--- src/rtl/cic_adpcm_sequencer.sv ---
// rtl/cic_adpcm_sequencer.sv - CIC/ADPCM sequencer: CIC control, sample strobes, nibble packing, drain
module cic_adpcm_sequencer #(
  parameter int DECIM          = 64,
  parameter int RST_CYCLES     = 2,
  parameter int WARMUP_SAMPLES = 2,
  parameter int DRAIN_CYCLES   = 8
) (
  input  logic        clk,
  input  logic        rst_n,
  input  logic        block_enable,
  output logic        cic_ce,
  output logic        cic_rst,
  output logic        enc_in_valid,
  input  logic        enc_in_ready,
  input  logic        enc_out_valid,
  input  logic [3:0]  enc_pcm,
  output logic [15:0] word_out,
  output logic        word_valid,
  input  logic        word_ready,
  output logic        overflow,
  output logic        busy
);

  localparam int PW = (DECIM > 1) ? $clog2(DECIM) : 1;
  localparam int FW = $clog2(RST_CYCLES + 1);
  localparam int TW = $clog2(WARMUP_SAMPLES + 1);
  localparam int DW = $clog2(DRAIN_CYCLES + 1);

  typedef enum logic [2:0] {
    S_IDLE,
    S_FLUSH,
    S_WARMUP,
    S_RUN,
    S_DRAIN
  } state_e;

  state_e        state_q, state_d;
  logic [PW-1:0] phase_q, phase_d;
  logic [FW-1:0] flush_cnt_q, flush_cnt_d;
  logic [TW-1:0] tick_cnt_q, tick_cnt_d;
  logic [DW-1:0] drain_cnt_q, drain_cnt_d;
  logic [1:0]    nib_cnt_q, nib_cnt_d;
  logic [15:0]   shreg_q, shreg_d;
  logic [15:0]   word_q, word_d;
  logic          word_valid_q, word_valid_d;
  logic          ovf_q, ovf_d;
  logic          enc_in_valid_q, enc_in_valid_d;

  logic          tick;
  logic          reg_free;
  logic          pack_en;
  logic [15:0]   packed_word;

  assign cic_rst      = (state_q == S_IDLE) || (state_q == S_FLUSH);
  assign cic_ce       = (state_q == S_WARMUP) || (state_q == S_RUN);
  assign busy         = (state_q != S_IDLE);
  assign enc_in_valid = enc_in_valid_q;
  assign word_out     = word_q;
  assign word_valid   = word_valid_q;
  assign overflow     = ovf_q;

  // Last phase of a decimation period marks the CIC output sample.
  assign tick        = cic_ce && (phase_q == PW'(DECIM - 1));
  assign reg_free    = !word_valid_q || word_ready;
  assign packed_word = shreg_q | (16'(enc_pcm) << {nib_cnt_q, 2'b00});

  // State register and all datapath registers.
  always_ff @(posedge clk or negedge rst_n) begin
    if (!rst_n) begin
      state_q        <= S_IDLE;
      phase_q        <= '0;
      flush_cnt_q    <= '0;
      tick_cnt_q     <= '0;
      drain_cnt_q    <= '0;
      nib_cnt_q      <= '0;
      shreg_q        <= '0;
      word_q         <= '0;
      word_valid_q   <= 1'b0;
      ovf_q          <= 1'b0;
      enc_in_valid_q <= 1'b0;
    end else begin
      state_q        <= state_d;
      phase_q        <= phase_d;
      flush_cnt_q    <= flush_cnt_d;
      tick_cnt_q     <= tick_cnt_d;
      drain_cnt_q    <= drain_cnt_d;
      nib_cnt_q      <= nib_cnt_d;
      shreg_q        <= shreg_d;
      word_q         <= word_d;
      word_valid_q   <= word_valid_d;
      ovf_q          <= ovf_d;
      enc_in_valid_q <= enc_in_valid_d;
    end
  end

  // Next-state logic: sequencing, strobe generation, packing and drain flush.
  always_comb begin
    state_d        = state_q;
    phase_d        = '0;
    flush_cnt_d    = flush_cnt_q;
    tick_cnt_d     = tick_cnt_q;
    drain_cnt_d    = drain_cnt_q;
    nib_cnt_d      = nib_cnt_q;
    shreg_d        = shreg_q;
    word_d         = word_q;
    word_valid_d   = word_valid_q;
    ovf_d          = ovf_q;
    enc_in_valid_d = 1'b0;
    pack_en        = 1'b0;

    // A word handed downstream frees the output register; a load below may refill it.
    if (word_valid_q && word_ready) begin
      word_valid_d = 1'b0;
    end

    if (cic_ce) begin
      phase_d = tick ? '0 : phase_q + PW'(1);
    end

    case (state_q)
      S_IDLE: begin
        if (block_enable) begin
          state_d     = S_FLUSH;
          ovf_d       = 1'b0;
          flush_cnt_d = '0;
          tick_cnt_d  = '0;
          drain_cnt_d = '0;
          nib_cnt_d   = '0;
          shreg_d     = '0;
        end
      end
      S_FLUSH: begin
        if (!block_enable) begin
          state_d = S_IDLE;
        end else if (flush_cnt_q == FW'(RST_CYCLES - 1)) begin
          state_d = S_WARMUP;
        end else begin
          flush_cnt_d = flush_cnt_q + FW'(1);
        end
      end
      S_WARMUP: begin
        if (!block_enable) begin
          state_d = S_IDLE;
        end else if (tick) begin
          if (tick_cnt_q == TW'(WARMUP_SAMPLES - 1)) begin
            state_d = S_RUN;
          end else begin
            tick_cnt_d = tick_cnt_q + TW'(1);
          end
        end
      end
      S_RUN: begin
        pack_en = 1'b1;
        if (tick) begin
          if (enc_in_ready) begin
            enc_in_valid_d = 1'b1;
          end else begin
            ovf_d = 1'b1;
          end
        end
        if (!block_enable) begin
          state_d     = S_DRAIN;
          drain_cnt_d = '0;
        end
      end
      S_DRAIN: begin
        if (drain_cnt_q != DW'(DRAIN_CYCLES)) begin
          pack_en     = 1'b1;
          drain_cnt_d = drain_cnt_q + DW'(1);
        end else if (nib_cnt_q == 2'd0) begin
          state_d = S_IDLE;
        end else if (reg_free) begin
          // Upper slots of shreg are still zero, giving the zero padding.
          word_d       = shreg_q;
          word_valid_d = 1'b1;
          nib_cnt_d    = '0;
          shreg_d      = '0;
          state_d      = S_IDLE;
        end
      end
      default: state_d = S_IDLE;
    endcase

    if (pack_en && enc_out_valid) begin
      if (nib_cnt_q == 2'd3) begin
        if (reg_free) begin
          word_d       = packed_word;
          word_valid_d = 1'b1;
        end else begin
          ovf_d = 1'b1;
        end
        nib_cnt_d = '0;
        shreg_d   = '0;
      end else begin
        shreg_d   = packed_word;
        nib_cnt_d = nib_cnt_q + 2'd1;
      end
    end
  end

endmodule
--- config.mk ---
export PLATFORM = sky130hd
export DESIGN_NAME = cic_adpcm_sequencer
export DESIGN_NICKNAME = d
export VERILOG_FILES = /design/src/rtl/cic_adpcm_sequencer.sv
export SDC_FILE = /design/constraint.sdc
export NUM_CORES = 1
export LEC_CHECK = 0
export ABC_AREA = 1
export CAP_MARGIN = 20
export CELL_PAD_IN_SITES_DETAIL_PLACEMENT = 0
export CELL_PAD_IN_SITES_GLOBAL_PLACEMENT = 1
export CORE_MARGIN = 3
export CORE_UTILIZATION = 42
export DETAILED_ROUTE_END_ITERATION = 8
export PLACE_DENSITY_LB_ADDON = 0.25
export SLEW_MARGIN = 20
export SYNTH_ARGS = -nofsm -noshare
export SYNTH_HDL_FRONTEND = slang
export SYNTH_SLANG_ARGS = --single-unit
--- constraint.sdc ---
create_clock -name clk -period 2.6 [get_ports clk]
set_clock_uncertainty 0.2 [all_clocks]
set_input_delay 0.52 -clock clk [delete_from_list [all_inputs] [get_ports clk]]
set_output_delay 0.52 -clock clk [all_outputs]
set_load 0.02 [all_outputs]
**After elaboration in Yosys (flattened, before gate mapping)**

Cells that the tools add are included.

- Add/sub/neg operators: 5
- Equal/unequal tests: 26
- Shift operators: 1
- Mux-type cells: 65
- Bitwise logic cells: 1
- Reductions and logical operators: 19

Operators with widths:

| kind | count |
|---|---|
| $mux 16 | 13 |
| $pmux 16 s2 | 1 |
| $mux 3 | 10 |
| $mux 2 | 11 |
| $mux 1 | 18 |
| $ne 2x2->1 const B | 9 |
| $or 16x16->16 | 1 |
| $shl 4x4->16 | 1 |
| $ne 3x3->1 const B | 5 |
| $pmux 3 s5 | 1 |
| $mux 4 | 3 |
| $mux 6 | 2 |
| $pmux 2 s2 | 3 |
| $pmux 4 s3 | 1 |
| $reduce_and 5->1 | 2 |
| $ne 3x2->1 const B | 3 |
| $reduce_bool 3->1 | 3 |
| $reduce_and 4->1 | 2 |
| $reduce_and 7->1 | 1 |
| $add 2x1->2 const B | 3 |
| $add 6x1->6 const B | 1 |
| $eq 3x2->1 const B | 2 |
| $eq 6x6->1 const B | 1 |
| $add 4x1->4 const B | 1 |
| 12 further kinds | 19 |

- Register bits after elaboration: 54
- Input port bits: 10
- Output and inout bits: 22
- Word-level logic and storage cells: 128

**Longest topological paths before layout**

- Word-level depth: 9
- Depth in mapped cells: 11
- Gate-level depth less buffers: 9

**Worst setup path before layout**

No wires, ideal clock.

- Path kind: reg2reg
- Start point: register nib_cnt_q[1]
- End point: register word_q[10], in the netlist word_out[10]
- Library setup time: 119 ps
- Arrival: 1790 ps
- Data required time: 2281 ps
- Path slack: 492 ps
- Stages on the path, launching flop included: 12
- Buffers on the path: 2
- Period minus slack after synthesis: 2108 ps
- Path through: dfrtp_1 > buf_2 > clkinv_1 > ha_1 > nand3b_2 > nor2_4 > nand2_2 > buf_2 > nand2_1 > nand2_1 > nand2_1 > nand2_1

- Word-level cells in the longest chain between the ends: 7
- Elaborated cells on any way between the ends: 10
- Classes of those cells: eq/ne (1); shift (1); mux (6); bitwise (1); reduce/logical (1)

RTL lines:

| element | line | source |
|---|---|---|
| from (decl) | 42 | `logic [1:0] nib_cnt_q, nib_cnt_d;` |
| from (signal assigned) | 87 | `nib_cnt_q <= nib_cnt_d;` |
| $logic_not 2->1 | 170 | `end else if (nib_cnt_q == 2'd0) begin` |
| $mux 16 | 170 |  |
| $mux 16 | 167 | `if (drain_cnt_q != DW'(DRAIN_CYCLES)) begin` |
| $mux 16 | 120 | `case (state_q)` |
| $mux 16 | 186 | `if (reg_free) begin` |
| $mux 16 | 185 | `if (nib_cnt_q == 2'd3) begin` |
| $mux 16 * | 184 | `if (pack_en && enc_out_valid) begin` |
| named net word_d[10] | 44 | `logic [15:0] word_q, word_d;` |
| to (signal assigned) | 89 | `word_q <= word_d;` |
| to (decl) | 44 |  |

Mark *: on every way through the listed nets, which the timed path passes. The rest lies on a longest branch.
A chain may end at the register's enable or synchronous reset.

**Final worst setup path**

- Start point: register state_q[1]
- End point: output port busy

- Word-level cells in the longest chain between the ends: 1

RTL lines:

| element | line | source |
|---|---|---|
| from (decl) | 37 | `state_e state_q, state_d;` |
| from (signal assigned) | 82 | `state_q <= state_d;` |
| $reduce_bool 3->1 | 56 | `assign busy = (state_q != S_IDLE);` |
| to (decl) | 21 | `output logic busy` |

No other way between the ends.

==> results.md <==
* Net count after synthesis at slightly below 400
* Initial antenna violation count at 0
* Crit path cell chain: nor2_4 > nand2_1 > clkdlybuf4s50_1
* Setup TNS at 0 ns
* # placed instances at 500
* Chip width at 90.40 um
* Worst VDD drop at about 300 uV
* RSZ-0062 raised after global routing: no
* Worst hold path type: reg2reg
* HP Start: phase_q[0]
* Detailed-router iteration count before antenna repair at 4
* Antenna Cells at 0
* Synthesis-to-layout area growth at 17.73%
* Fraction of layout cells with a size suffix above 1 at between 7 and 8%
* First-pass GRT wire length at 12790 um
* Reg2Reg Launch Point: nib_cnt_q[0]
* Number of max-cap violations at 0
* Crit path max fanout at 7
* CP max stage cell: clkdlybuf4s50_1
* Crit Path Class: reg2out
* Pwr/cell area at between 700 and 800 nW/um^2
* Total grt overflow at 0
* Detailed placement HPWL at roughly 5000 um
* Fin crit share at a little over nine tenths
* Flops & latches, synth at 54
* CP max stage delay at 0.56 ns
* Rel. slew slack at ~65%
* CTS H-tree lvls at 2
* Max Clock Freq at between 0.4 and 0.5 GHz
* Routed Antenna Nets at 0
* Die area at 8171 sq um
* Synth area leaders: dfrtp_1 45%, nand2_1 17%, nand3_1 8.2%
* Nature of the critical path startpoint: register
* Post-DR wirelength/cell at 13.94 um
* Setup violators final at 0
* Hold worst-path end: phase_q[0]
* DRT Wirelength at slightly above 7000 um
* Core region area at approximately 6800 sq um
* CP Capture Type: output port
* Starting DRT DRC Count at roughly 150
* Final GP Congestion at just over 0.8
* Max Slew Vio Count at 0
* Die Span Y at between 90 and 100 um
* Reg2reg end: word_out[0]
* CTS tree: yes
* Req. time, crit path at 1.88 ns
* Num CTS Buffers at 5
* Finished Core Util at just over 50%
* I/O pin total at 32
* Initial core utilization at a little over two fifths
* Clock sink count at 54
* Post-CTS Setup Bufs at 0
* Cell variety after synth at 32
* Syn avg cell area at 7.852 sq um
* Row cnt at 30
* Area share of the largest cell type after synthesis at a little under half
* CP delay by family, top: buffers and inverters
* Max clock buf depth at 2
* Fin. Hold Viols at 0
* Vias in the first global route at ~2700
* Clock root buffer: clkbuf_8
* Worst-Skew Late Latency at 0.30 ns
* Post-CTS Resized at 0
* Number of nets in the layout at approximately 430
* CP Buf/Inv Count at 1
* R2R Setup Slk at about 0.33 ns
* Total power at 2.586 mW
* Cell depth of the worst setup path at 3
* Port bufs at 31
* Hold-fix buffers, CTS at 1
* Leak at around 1.8 nW
* Hold depth at 1
* GR Util All Layers at roughly a fifth
* # fillers at approximately 700
* YS warnings at 0
* Worst-path clk slew at approximately 0.10 ns
* Register area share after synthesis at around 45%
* Vias/cell at around 5.1
* Hold slack at approximately 0.3 ns
* Status: finished clean
* Synth Instances at approximately 380
* Drt drc at 0
* R2r worst-path depth at 9
* Area leader, netlist: dfrtp_1
* Routed vias at 2598
* Synth Cell Area at roughly 3000 sq um
* Finished Layout Cells at just over 500
* Slew @ Worst Pin at 0.5188 ns
* Minimum clock period at 2.437 ns
* Largest net degree at the start of global routing at 35
* WP data arrival at 1.72 ns
cell type report:
class                      instances  area (sq um)  share of cell area, %
inverter                          24         90.09                  2.558
sequential                        54          1351                  38.37
clock buffer                       6         82.58                  2.345
multi-input combinational        288          1468                  41.67
tap                               96         120.1                  3.410
clock inverter                     1         30.03                 0.8526
timing repair buffer              39         380.4                  10.80
cells in the final DEF, fill, tap and decap left out, types with 2 or more instances in the layout:
cell type | netlist | final
inv_1 | 20 | 20
a21oi_1 | 4 | 4
o21ai_0 | 11 | 11
nand3b_1 | 2 | 2
ha_1 | 7 | 7
clkdlybuf4s50_1 | 0 | 30
o21bai_1 | 18 | 18
nor2_4 | 4 | 4
buf_4 | 3 | 6
dfrtp_1 | 54 | 54
nand4_1 | 19 | 19
nand2_1 | 135 | 135
inv_2 | 3 | 3
clkbuf_8 | 0 | 6
nand3_1 | 49 | 49
o21ai_1 | 2 | 2
xor2_1 | 3 | 3
nor2_1 | 20 | 20
nand2_2 | 4 | 4
per-stage QoR:
step,instance area [sq um],setup WS [ns]
6_report,3522,0.1630
3_5_place_dp,3400,0.2920
4_1_cts,3522,0.1454
3_3_place_gp,3400,0.3369
5_1_grt,3522,0.07357
2_1_floorplan,2992,0.4918
worst reg2reg max path: stages, from the launching register on:
cell and delay [ns]:
dfrtp_1 0.48, inv_1 0.17, ha_1 0.28, nand3b_2 0.24, nor2_4 0.22, nand2_2 0.28, nand2_1 0.12, nand2_1 0.06
nand2_1 0.06, nand2_1 0.07
cell families (layout without fill, tap and decap cells):
family / Yosys count / count (layout) / synth area share (%)
AOI/OAI and AO/OA: 36 / 36 / 7.612
xor gates and xnor gates: 4 / 4 / 1.171
adders and majority gates: 7 / 7 / 2.928
buffers and inverters: 39 / 70 / 5.771
DFF: 54 / 54 / 45.17
muxes: 1 / 1 / 0.3346
and+or+nand+nor: 240 / 240 / 37.01
layer usage:
layer,track usage (%),part of all wire (%)
met1,26.18,50
met2,30.93,46
met3,2.583,2.7
met4,4.719,1.1
met5,0,0
power breakdown:
part	total (mW)	internal (mW)	switching [mW]
clock	0.580	0.309	0.272
sequential	1.06	0.945	0.117
combinational	0.943	0.307	0.636
total	2.59	1.56	1.03
sequential cells by signal, summed over array words and instances (netlist names):
register      flops
tick_cnt_q        2
phase_q           6
flush_cnt_q       2
shreg_q          16
word_out         16
nib_cnt_q         2
drain_cnt_q       4
enc_in_valid      1
state_q           3
overflow          1
word_valid        1
synth_stat cells:
cell,n
nand2_4,1
nand4_2,1
buf_2,6
nand3_2,1
nor2_8,1
nand3b_2,1
buf_1,2
clkbuf_1,3
xnor2_1,1
o21ai_1,2
nand4_1,19
nor3_1,1
o21bai_1,18
clkinv_1,1
nand3b_1,2
ha_1,7
mux2i_1,1
nand3_1,49
nand2_1,135
o21ai_0,11
a21oi_1,4
a22oi_1,1
buf_6,1
or2_2,1
dfrtp_1,54
inv_2,3
buf_4,3
xor2_1,3
nand2_2,4
nor2_1,20
nor2_4,4
inv_1,20
worst max-delay path by stage:
stage                   endpoint    startpoint  slack [ns]
floorplan           word_out[10]  nib_cnt_q[1]        0.49
global placement      shreg_q[6]  block_enable        0.34
detailed placement   shreg_q[11]    word_ready        0.29
CTS                         busy    state_q[2]        0.15
global route                busy    state_q[2]        0.07
finish                      busy    state_q[1]        0.16
Note: power is estimated with default switching activity, not from simulation.
